<file path="config.mk">
export PLATFORM = sky130hd
export DESIGN_NAME = gate_scheduler
export DESIGN_NICKNAME = d
export VERILOG_FILES = /design/src/rtl/gate_sched_pkg.sv /design/src/rtl/rr_arbiter.sv /design/src/rtl/gate_scheduler.sv
export SDC_FILE = /design/constraint.sdc
export NUM_CORES = 1
export LEC_CHECK = 0
export CAP_MARGIN = 10
export CORE_MARGIN = 4
export CORE_UTILIZATION = 40
export CTS_CLUSTER_SIZE = 25
export DETAILED_ROUTE_END_ITERATION = 8
export GPL_TIMING_DRIVEN = 0
export PLACE_DENSITY = 0.81
export SETUP_SLACK_MARGIN = 0.02
export SLEW_MARGIN = 20
export SYNTH_ARGS = -nofsm -noshare
export SYNTH_HDL_FRONTEND = slang
export SYNTH_SLANG_ARGS = --single-unit
</file>
<file path="constraint.sdc">
create_clock -name clk -period 3 [get_ports clk]
set_input_delay 0.3 -clock clk [delete_from_list [all_inputs] [get_ports clk]]
set_output_delay 0.3 -clock clk [all_outputs]
set_load 0.01 [all_outputs]
</file>
<file path="src/rtl/gate_sched_pkg.sv">
// Shared types and the bitwise evaluation function for the gate scheduler.
package gate_sched_pkg;

    localparam int unsigned GATE_MAX_W = 64;

    typedef enum logic [1:0] {
        OP_NOT = 2'd0,
        OP_AND = 2'd1,
        OP_OR  = 2'd2,
        OP_XOR = 2'd3
    } gate_op_e;

    typedef enum logic {
        ST_EMPTY = 1'b0,
        ST_FULL  = 1'b1
    } slot_state_e;

    // Callers zero-extend operands to GATE_MAX_W and truncate the result to their width.
    function automatic logic [GATE_MAX_W-1:0] gate_eval(
        input gate_op_e              op,
        input logic [GATE_MAX_W-1:0] a,
        input logic [GATE_MAX_W-1:0] b
    );
        logic [GATE_MAX_W-1:0] r;
        case (op)
            OP_NOT:  r = ~a;
            OP_AND:  r = a & b;
            OP_OR:   r = a | b;
            OP_XOR:  r = a ^ b;
            default: r = '0;
        endcase
        return r;
    endfunction

endpackage

</file>
<file path="src/rtl/rr_arbiter.sv">
// Round-robin arbiter: searches from last+1 upward (mod N), pointer moves only on a grant.
module rr_arbiter #(
    parameter  int unsigned N  = 4,
    localparam int unsigned IW = (N > 1) ? $clog2(N) : 1
) (
    input  logic          clk,
    input  logic          rst,
    input  logic [N-1:0]  req,
    input  logic          en,
    output logic [N-1:0]  gnt,
    output logic [IW-1:0] gnt_idx
);

    logic [IW-1:0] last;
    logic [31:0]   cand;
    logic          found;

    always_comb begin
        gnt     = '0;
        gnt_idx = last;
        found   = 1'b0;
        cand    = '0;
        for (int unsigned k = 1; k <= N; k++) begin
            cand = ({{(32-IW){1'b0}}, last} + k) % N;
            if (!found && req[cand]) begin
                found   = 1'b1;
                gnt_idx = IW'(cand);
            end
        end
        if (en && found) begin
            gnt[gnt_idx] = 1'b1;
        end
    end

    always_ff @(posedge clk) begin
        if (rst) begin
            last <= IW'(N - 1);
        end else if (en && |req) begin
            last <= gnt_idx;
        end
    end

endmodule

</file>
<file path="src/rtl/gate_scheduler.sv">
// Shares one bitwise logic unit among N_REQ requesters; one-entry tagged result register.
module gate_scheduler
    import gate_sched_pkg::*;
#(
    parameter  int unsigned N_REQ = 4,
    parameter  int unsigned W     = 8,
    localparam int unsigned IW    = $clog2(N_REQ)
) (
    input  logic               clk,
    input  logic               rst,
    input  logic [N_REQ-1:0]   req_valid,
    output logic [N_REQ-1:0]   req_ready,
    input  logic [2*N_REQ-1:0] req_op,
    input  logic [W*N_REQ-1:0] req_a,
    input  logic [W*N_REQ-1:0] req_b,
    output logic               rsp_valid,
    input  logic               rsp_ready,
    output logic [W-1:0]       rsp_data,
    output logic [IW-1:0]      rsp_id
);

    slot_state_e   state, state_nxt;
    logic          can_issue;
    logic          arb_en;
    logic          accept;
    logic [IW-1:0] sel_idx;
    logic [1:0]    sel_op;
    logic [W-1:0]  sel_a;
    logic [W-1:0]  sel_b;

    assign rsp_valid = (state == ST_FULL);
    assign can_issue = !rsp_valid || rsp_ready;
    // Gating with rst keeps req_ready low during the reset cycle.
    assign arb_en    = can_issue && !rst;

    rr_arbiter #(.N(N_REQ)) u_arb (
        .clk     (clk),
        .rst     (rst),
        .req     (req_valid),
        .en      (arb_en),
        .gnt     (req_ready),
        .gnt_idx (sel_idx)
    );

    assign accept = |req_ready;
    assign sel_op = req_op[sel_idx*2 +: 2];
    assign sel_a  = req_a[sel_idx*W +: W];
    assign sel_b  = req_b[sel_idx*W +: W];

    always_comb begin
        state_nxt = state;
        case (state)
            ST_EMPTY: if (accept) state_nxt = ST_FULL;
            ST_FULL: begin
                if (accept)         state_nxt = ST_FULL;
                else if (rsp_ready) state_nxt = ST_EMPTY;
            end
            default: state_nxt = ST_EMPTY;
        endcase
    end

    always_ff @(posedge clk) begin
        if (rst) begin
            state <= ST_EMPTY;
        end else begin
            state <= state_nxt;
        end
    end

    always_ff @(posedge clk) begin
        if (rst) begin
            rsp_data <= '0;
            rsp_id   <= '0;
        end else if (accept) begin
            rsp_data <= W'(gate_eval(gate_op_e'(sel_op), GATE_MAX_W'(sel_a), GATE_MAX_W'(sel_b)));
            rsp_id   <= sel_idx;
        end
    end

endmodule

</file>
=== Word-level counts from Yosys, hierarchy flattened ===
Cells that the tools add are included.

* Register bits after elaboration: 13
* Word-level logic and storage cells: 65

* $add $sub $neg: 4
* Magnitude comparators: 6
* Equality and inequality tests: 3
* Shifts and indexed selects: 3
* Multiplexer cells: 24
* Bitwise gates (word level): 5
* Reduce and logical (&&, ||, !) cells: 16

{| class="wikitable"
|+ Operators with widths
! kind !! number
|-
| indexed part select 32 x 6 -> 8 bit || 2
|-
| one-hot mux 8 bit (4 select lines) || 1
|-
| < comparator 2 x 3 -> 1 bit, second input constant || 5
|-
| two-way mux 1 bit || 12
|-
| AND 8 bit || 1
|-
| binary-select mux 1 bit (select 2 bit) || 4
|-
| two-way mux 2 bit || 4
|-
| inverter 8 bit || 1
|-
| OR 8 bit || 1
|-
| OR reduction 4 bit || 2
|-
| indexed part select 8 x 4 -> 2 bit || 1
|-
| XOR 8 bit || 1
|-
| logical AND 1 bit || 7
|-
| zero test 1 bit || 5
|-
| adder 2 x 1 -> 2 bit, second input constant || 2
|-
| adder 2 bit, second input constant || 2
|-
| == test 2 bit, second input constant || 2
|-
| two-way mux 4 bit || 1
|-
| demux 1 bit (select 2 bit) || 1
|-
| == test 2 x 1 -> 1 bit, second input constant || 1
|-
| >= comparator 2 x 1 -> 1 bit, second input constant || 1
|-
| zero test 2 bit || 1
|-
| one-hot mux 1 bit (2 select lines) || 1
|-
| logical OR 1 bit || 1
|-
| inverter 1 bit || 1
|}

=== Depth between registers and ports, before layout ===
* Word-level depth: 21
* Mapped depth: 13
* Gate-level depth less buffers: 10

=== Cells and area by module ===
From an unflattened synthesis, not the netlist that was laid out.

* Cells, all modules: 156
* Area total of the unflattened synthesis: 1676.6 sq um

{| class="wikitable"
|+ Modules (own cells, without submodules)
! module !! instances !! cells an instance !! area each (sq um)
|-
| gate_scheduler || 1 || 128 || 1406.3
|-
| rr_arbiter || 1 || 28 || 270.3
|}

=== Worst setup path before layout ===
OpenSTA, ideal clock, no wires.

* Kind: reg-to-reg
* From: register u_arb.last[1]
* To: register rsp_data[1]
* Setup time: 70 ps
* Data arrival time: 2416 ps
* Setup slack: 514 ps
* Cell stages (with the launch flop): 13
* Path through: dfxtp_1 > buf_6 > nor3_1 > a21oi_1 > nand2_1 > buf_2 > buf_2 > mux2_2 > ha_1 > inv_1 > mux2i_1 > a311o_1 > a21oi_1

* Word-level cells in the longest chain between the ends: 19
* Elaborated cells on any way between the ends: 46

{| class="wikitable"
|+ Ends and longest elaborated chain
! item !! line !! text
|-
| start, declared || rr_arbiter.sv:14 || <nowiki>logic [IW-1:0] last;</nowiki>
|-
| start signal, assigned || rr_arbiter.sv:37 || <nowiki>last <= IW'(N - 1);</nowiki>
|-
| start signal, assigned || rr_arbiter.sv:39 || <nowiki>last <= gnt_idx;</nowiki>
|-
| adder 2 x 1 -> 2 bit || rr_arbiter.sv:24 || <nowiki>cand = ({{(32-IW){1'b0}}, last} + k) % N;</nowiki>
|-
| binary-select mux 1 bit (select 2 bit) || rr_arbiter.sv:25 || <nowiki>if (!found && req[cand]) begin</nowiki>
|-
| two-way mux 1 bit (not written as such) || rr_arbiter.sv:25 ||
|-
| two-way mux 1 bit || rr_arbiter.sv:25 ||
|-
| zero test 1 bit || rr_arbiter.sv:25 ||
|-
| logical AND 1 bit || rr_arbiter.sv:25 ||
|-
| two-way mux 1 bit || rr_arbiter.sv:25 ||
|-
| zero test 1 bit || rr_arbiter.sv:25 ||
|-
| [... 3 more ...] || -- ||
|-
| logical AND 1 bit || rr_arbiter.sv:25 ||
|-
| two-way mux 2 bit || rr_arbiter.sv:25 ||
|-
| < comparator 2 x 3 -> 1 bit (not written as such) or >= comparator 2 x 1 -> 1 bit (tied branches) || rr_arbiter.sv:31 || <nowiki>gnt[gnt_idx] = 1'b1;</nowiki>
|-
| logical AND 1 bit (not written as such) || rr_arbiter.sv:31 ||
|-
| two-way mux 1 bit (not written as such) || rr_arbiter.sv:31 ||
|-
| demux 1 bit (select 2 bit) || -- ||
|-
| two-way mux 4 bit || rr_arbiter.sv:30 || <nowiki>if (en && found) begin</nowiki>
|-
| OR reduction 4 bit || gate_scheduler.sv:45 || <nowiki>assign accept = |req_ready;</nowiki>
|-
| end signal, assigned || gate_scheduler.sv:75 || <nowiki>rsp_data <= W'(gate_eval(gate_op_e'(sel_op), GATE_MAX_W'(sel_a), GATE_MAX_W'(sel_b)));</nowiki>
|-
| end, declared || gate_scheduler.sv:18 || <nowiki>output logic [W-1:0] rsp_data,</nowiki>
|}

Several ways; a longest one is shown, not always the timed one. The select of a mux whose other input is x is not followed.
A chain may end at the register's enable or synchronous reset.

=== Worst setup path in the final report ===
* From: input req_valid[1]
* To: output req_ready[2]

* Word-level cells in the longest chain between the ends: 17
* Elaborated cells on any way between the ends: 29

{| class="wikitable"
|+ Ends and longest elaborated chain
! item !! line !! text
|-
| start, declared || gate_scheduler.sv:11 || <nowiki>input logic [N_REQ-1:0] req_valid,</nowiki>
|-
| binary-select mux 1 bit (select 2 bit) || rr_arbiter.sv:25 ||
|-
| two-way mux 1 bit (not written as such) || rr_arbiter.sv:25 ||
|-
| two-way mux 1 bit || rr_arbiter.sv:25 ||
|-
| zero test 1 bit || rr_arbiter.sv:25 ||
|-
| logical AND 1 bit || rr_arbiter.sv:25 ||
|-
| two-way mux 1 bit || rr_arbiter.sv:25 ||
|-
| zero test 1 bit || rr_arbiter.sv:25 ||
|-
| logical AND 1 bit || rr_arbiter.sv:25 ||
|-
| two-way mux 1 bit || rr_arbiter.sv:25 ||
|-
| zero test 1 bit || rr_arbiter.sv:25 ||
|-
| logical AND 1 bit || rr_arbiter.sv:25 ||
|-
| two-way mux 2 bit || rr_arbiter.sv:25 ||
|-
| < comparator 2 x 3 -> 1 bit (not written as such) or >= comparator 2 x 1 -> 1 bit (tied branches) || rr_arbiter.sv:31 ||
|-
| logical AND 1 bit (not written as such) || rr_arbiter.sv:31 ||
|-
| two-way mux 1 bit (not written as such) || rr_arbiter.sv:31 ||
|-
| demux 1 bit (select 2 bit) || -- ||
|-
| two-way mux 4 bit (*) || rr_arbiter.sv:30 ||
|-
| end, declared || gate_scheduler.sv:12 || <nowiki>output logic [N_REQ-1:0] req_ready,</nowiki>
|}

Every way passes the cells marked *; elsewhere a longest branch is shown, timed or not. The select of a mux whose other input is x is not followed.

==> metrics <==
LEAKAGE 1.27 nW; Filler cells 375; Critical Path End Type primary output; slew margin rel. 0.603; fin util 0.653; Num CTS Buffers 3; Worst R2R Setup Slack between 300 and 400 ps; post-synth cell types 35; design area 2820 µm²; period utilization 0.945; CTS Buffer Depth 2; Detail Placement HPWL 4270 µm; Worst Skew about 4 ps; Die H between 70 and 80 µm; nets about 400; synth-to-layout area growth 58.5%; critical path type primary input to primary output; port bufs between 90 and 100; sequential fraction of the synthesis area 0.146; register area around 260 µm²; Area contributors post-synth mux2i_1, dfxtp_1, ha_1; clock slew at reported path FFs ~50 ps; max cap viols 0; Syn Inst Count between 200 and 250; largest area contributor in the netlist mux2i_1; Ys Warns 0; CTS Root Buffer Type clkbuf_8; area of placed instances 2770 µm²; GP Congestion around 0.87; min-delay src rst; worst reg-to-reg path cell count 11; Yosys reg bits 13; Power Total 1.12 mW; antenna fix cells 0; CTS tree done; CTS sink cnt 13; Tightest Hold Check Type primary input to register; via count of the routed design around 1700; Starting Density 0.412; drt pass-1 iters 4; DRT Wirelength 4970 µm; Fmax 353 MHz; number of synthesized flops with an enable pin 0; via count of the first global-routing pass between 1500 and 2000; hold_ws approximately 440 ps; first-pass GRT wire length around 7600 µm; area fraction of the dominant cell type after synthesis 0.236; Mapped Area approximately 1800 µm²; postcts setup bufs 0; Critical Path RT roughly 2700 ps; grt total ovfl 0; pin count of the biggest net entering global routing 20; Initial DRC Count about 120; status complete, no violations; Worst-Skew Late Latency roughly 230 ps; pwr/cell area ~400 nW/µm²; WHS Endpoint rsp_id[1]$_SDFFE_PP0P_; Die W roughly 75 µm; total track usage 0.172; most frequently used flop master after synthesis dfxtp_1; multi-input logic area about 1400 µm²; reg2reg end rsp_data[1]$_SDFFE_PP0P_; I/O pins 94; Worst Max-Slew Pin Slew around 580 ps; Hold Fails Final Rpt 0; r2r startpoint u_arb.last[0]$_SDFFE_PP1P_; vias per cell about 5; hold path cells 2; Slew Limit Fails 0; crit-path max FO 10; Post-Synthesis Net Count 299; final setup fails 0; CTS H-Tree Depth 1; Layout Cells excl Fill between 300 and 400; post-DR wirelength/cell 14.2 µm; Worst setup SP type primary input; Row Count 24; initial antenna violation count 0; core area 4320 µm²; DRC 0; share of layout cells above drive strength 1 0.172; crit path time final roughly 2800 ps; RSZ-0062 raised after global routing yes; worst IR drop on VDD approximately 0.00029 V; crit path DAT 2540 ps; post-route ant nets 0; die area ~5600 µm²; asr flop ratio synth 0; placed cells roughly 350; Avg Cell Area, Syn roughly 8.7 µm²
Yosys cell counts (2+ instances only):
library cell  number
o2111ai_1          7
inv_1             14
o211ai_2           7
mux2i_1           42
nor3_1             3
nor2_1            12
mux2_2            15
nor2b_1            3
nand2b_1           5
or3_1              2
a21oi_1            7
buf_6              6
a21oi_2            2
inv_2              7
ha_1              16
nand2_1           19
clkbuf_1           2
dfxtp_1           13
buf_2              3
a211oi_1           2
a32oi_1            3
registers in the layout, indices dropped and copies added, names as in the netlist:
| name | flops |
|---|---|
| rsp_data | 8 |
| rsp_valid | 1 |
| u_arb.last | 2 |
| rsp_id | 2 |
stage by stage:
stage	setup slack [ps]	setup TNS, ps
finish	164	0
global route	13.0	0
CTS	70.9	0
detailed placement	-242	-1550
floorplan	514	0
global placement	-254	-1490
power by group:
part | internal [mW] | switching, mW
clock | 0.0930 | 0.0523
combinational | 0.404 | 0.340
sequential | 0.211 | 0.0235
cells by family (layout without fill, tap and decap cells):
kind of cell	Yosys count	in the layout	share of synthesized area
AO/OA/AOI/OAI	35	35	0.166
adder cells (fa/ha/maj)	16	16	0.112
buffers and inverters	33	126	0.0990
flip-flops	13	13	0.146
multiplexers	59	59	0.347
AND/OR/NAND/NOR	48	48	0.129
critical path: stages:
cell             delay, ps
clkdlybuf4s50_1        520
o21a_1                 240
o21ai_2                210
nand2_1                180
buf_4                  220
buf_4                  190
nor2_1                 120
clkdlybuf4s50_1        560
cell type report:
type	instances	share of cell area
flip-flops and latches	13	0.0922
inverters	21	0.0279
well taps	52	0.0230
clock buffers	4	0.0160
plain buffers	9	0.0306
multi-input cells	158	0.484
repair buffers	92	0.326
worst max path at each step:
stage | startpoint | end | slack (ps) | cells past startpoint
final | req_valid[1] | req_ready[2] | 160 | 8
after global routing | req_valid[1] | rsp_data[1]$_SDFFE_PP0P_ | 10 | 12
after CTS | req_valid[1] | rsp_data[1]$_SDFFE_PP0P_ | 70 | 12
after detailed placement | req_valid[1] | rsp_data[1]$_SDFFE_PP0P_ | -240 | 12
after global placement | req_valid[3] | rsp_data[1]$_SDFFE_PP0P_ | -250 | 12
after floorplan | u_arb.last[1]$_SDFFE_PP1P_ | rsp_data[1]$_SDFFE_PP0P_ | 510 | 12
cells in the final DEF, fill, tap and decap left out:
master and n:
nor2b_1 2, nand2_1 19, nor2_4 1, a22o_1 1, a211o_1 1, a211oi_1 2
buf_4 2, a32oi_1 3, or2_1 1, o21a_1 1, nor3_1 2, a31oi_1 1
a311o_1 1, nor2_1 11, inv_2 7, clkdlybuf4s50_1 92, nor3b_2 1, nand2b_1 5
clkbuf_1 2, nor2b_2 1, o2111ai_1 7, a21oi_2 3, o21bai_1 1, buf_6 6
nor3_2 2, mux2i_2 1, o21ai_2 1, nor3b_1 1, or3_1 2, mux2_4 1
a21oi_1 6, mux2_2 15, clkbuf_8 3, ha_1 16, o211ai_2 7, dfxtp_1 13
inv_1 14, mux2i_1 42
what timing repair did:
item,in CTS,in global routing
gates resized for setup,2,7
setup endpoints to repair,5,11
hold buffers,0,0
per-layer routing:
metal	wire [µm]	global-route usage	up-vias	share of wire
li1	-	-	917	-
met2	2410	0.300	65	0.48
met3	391	0.0200	2	0.079
met5	0	0	-	0
met1	2150	0.230	753	0.43
met4	19	0.0356	0	0.0038
Note: power is estimated with default switching activity, not from simulation.
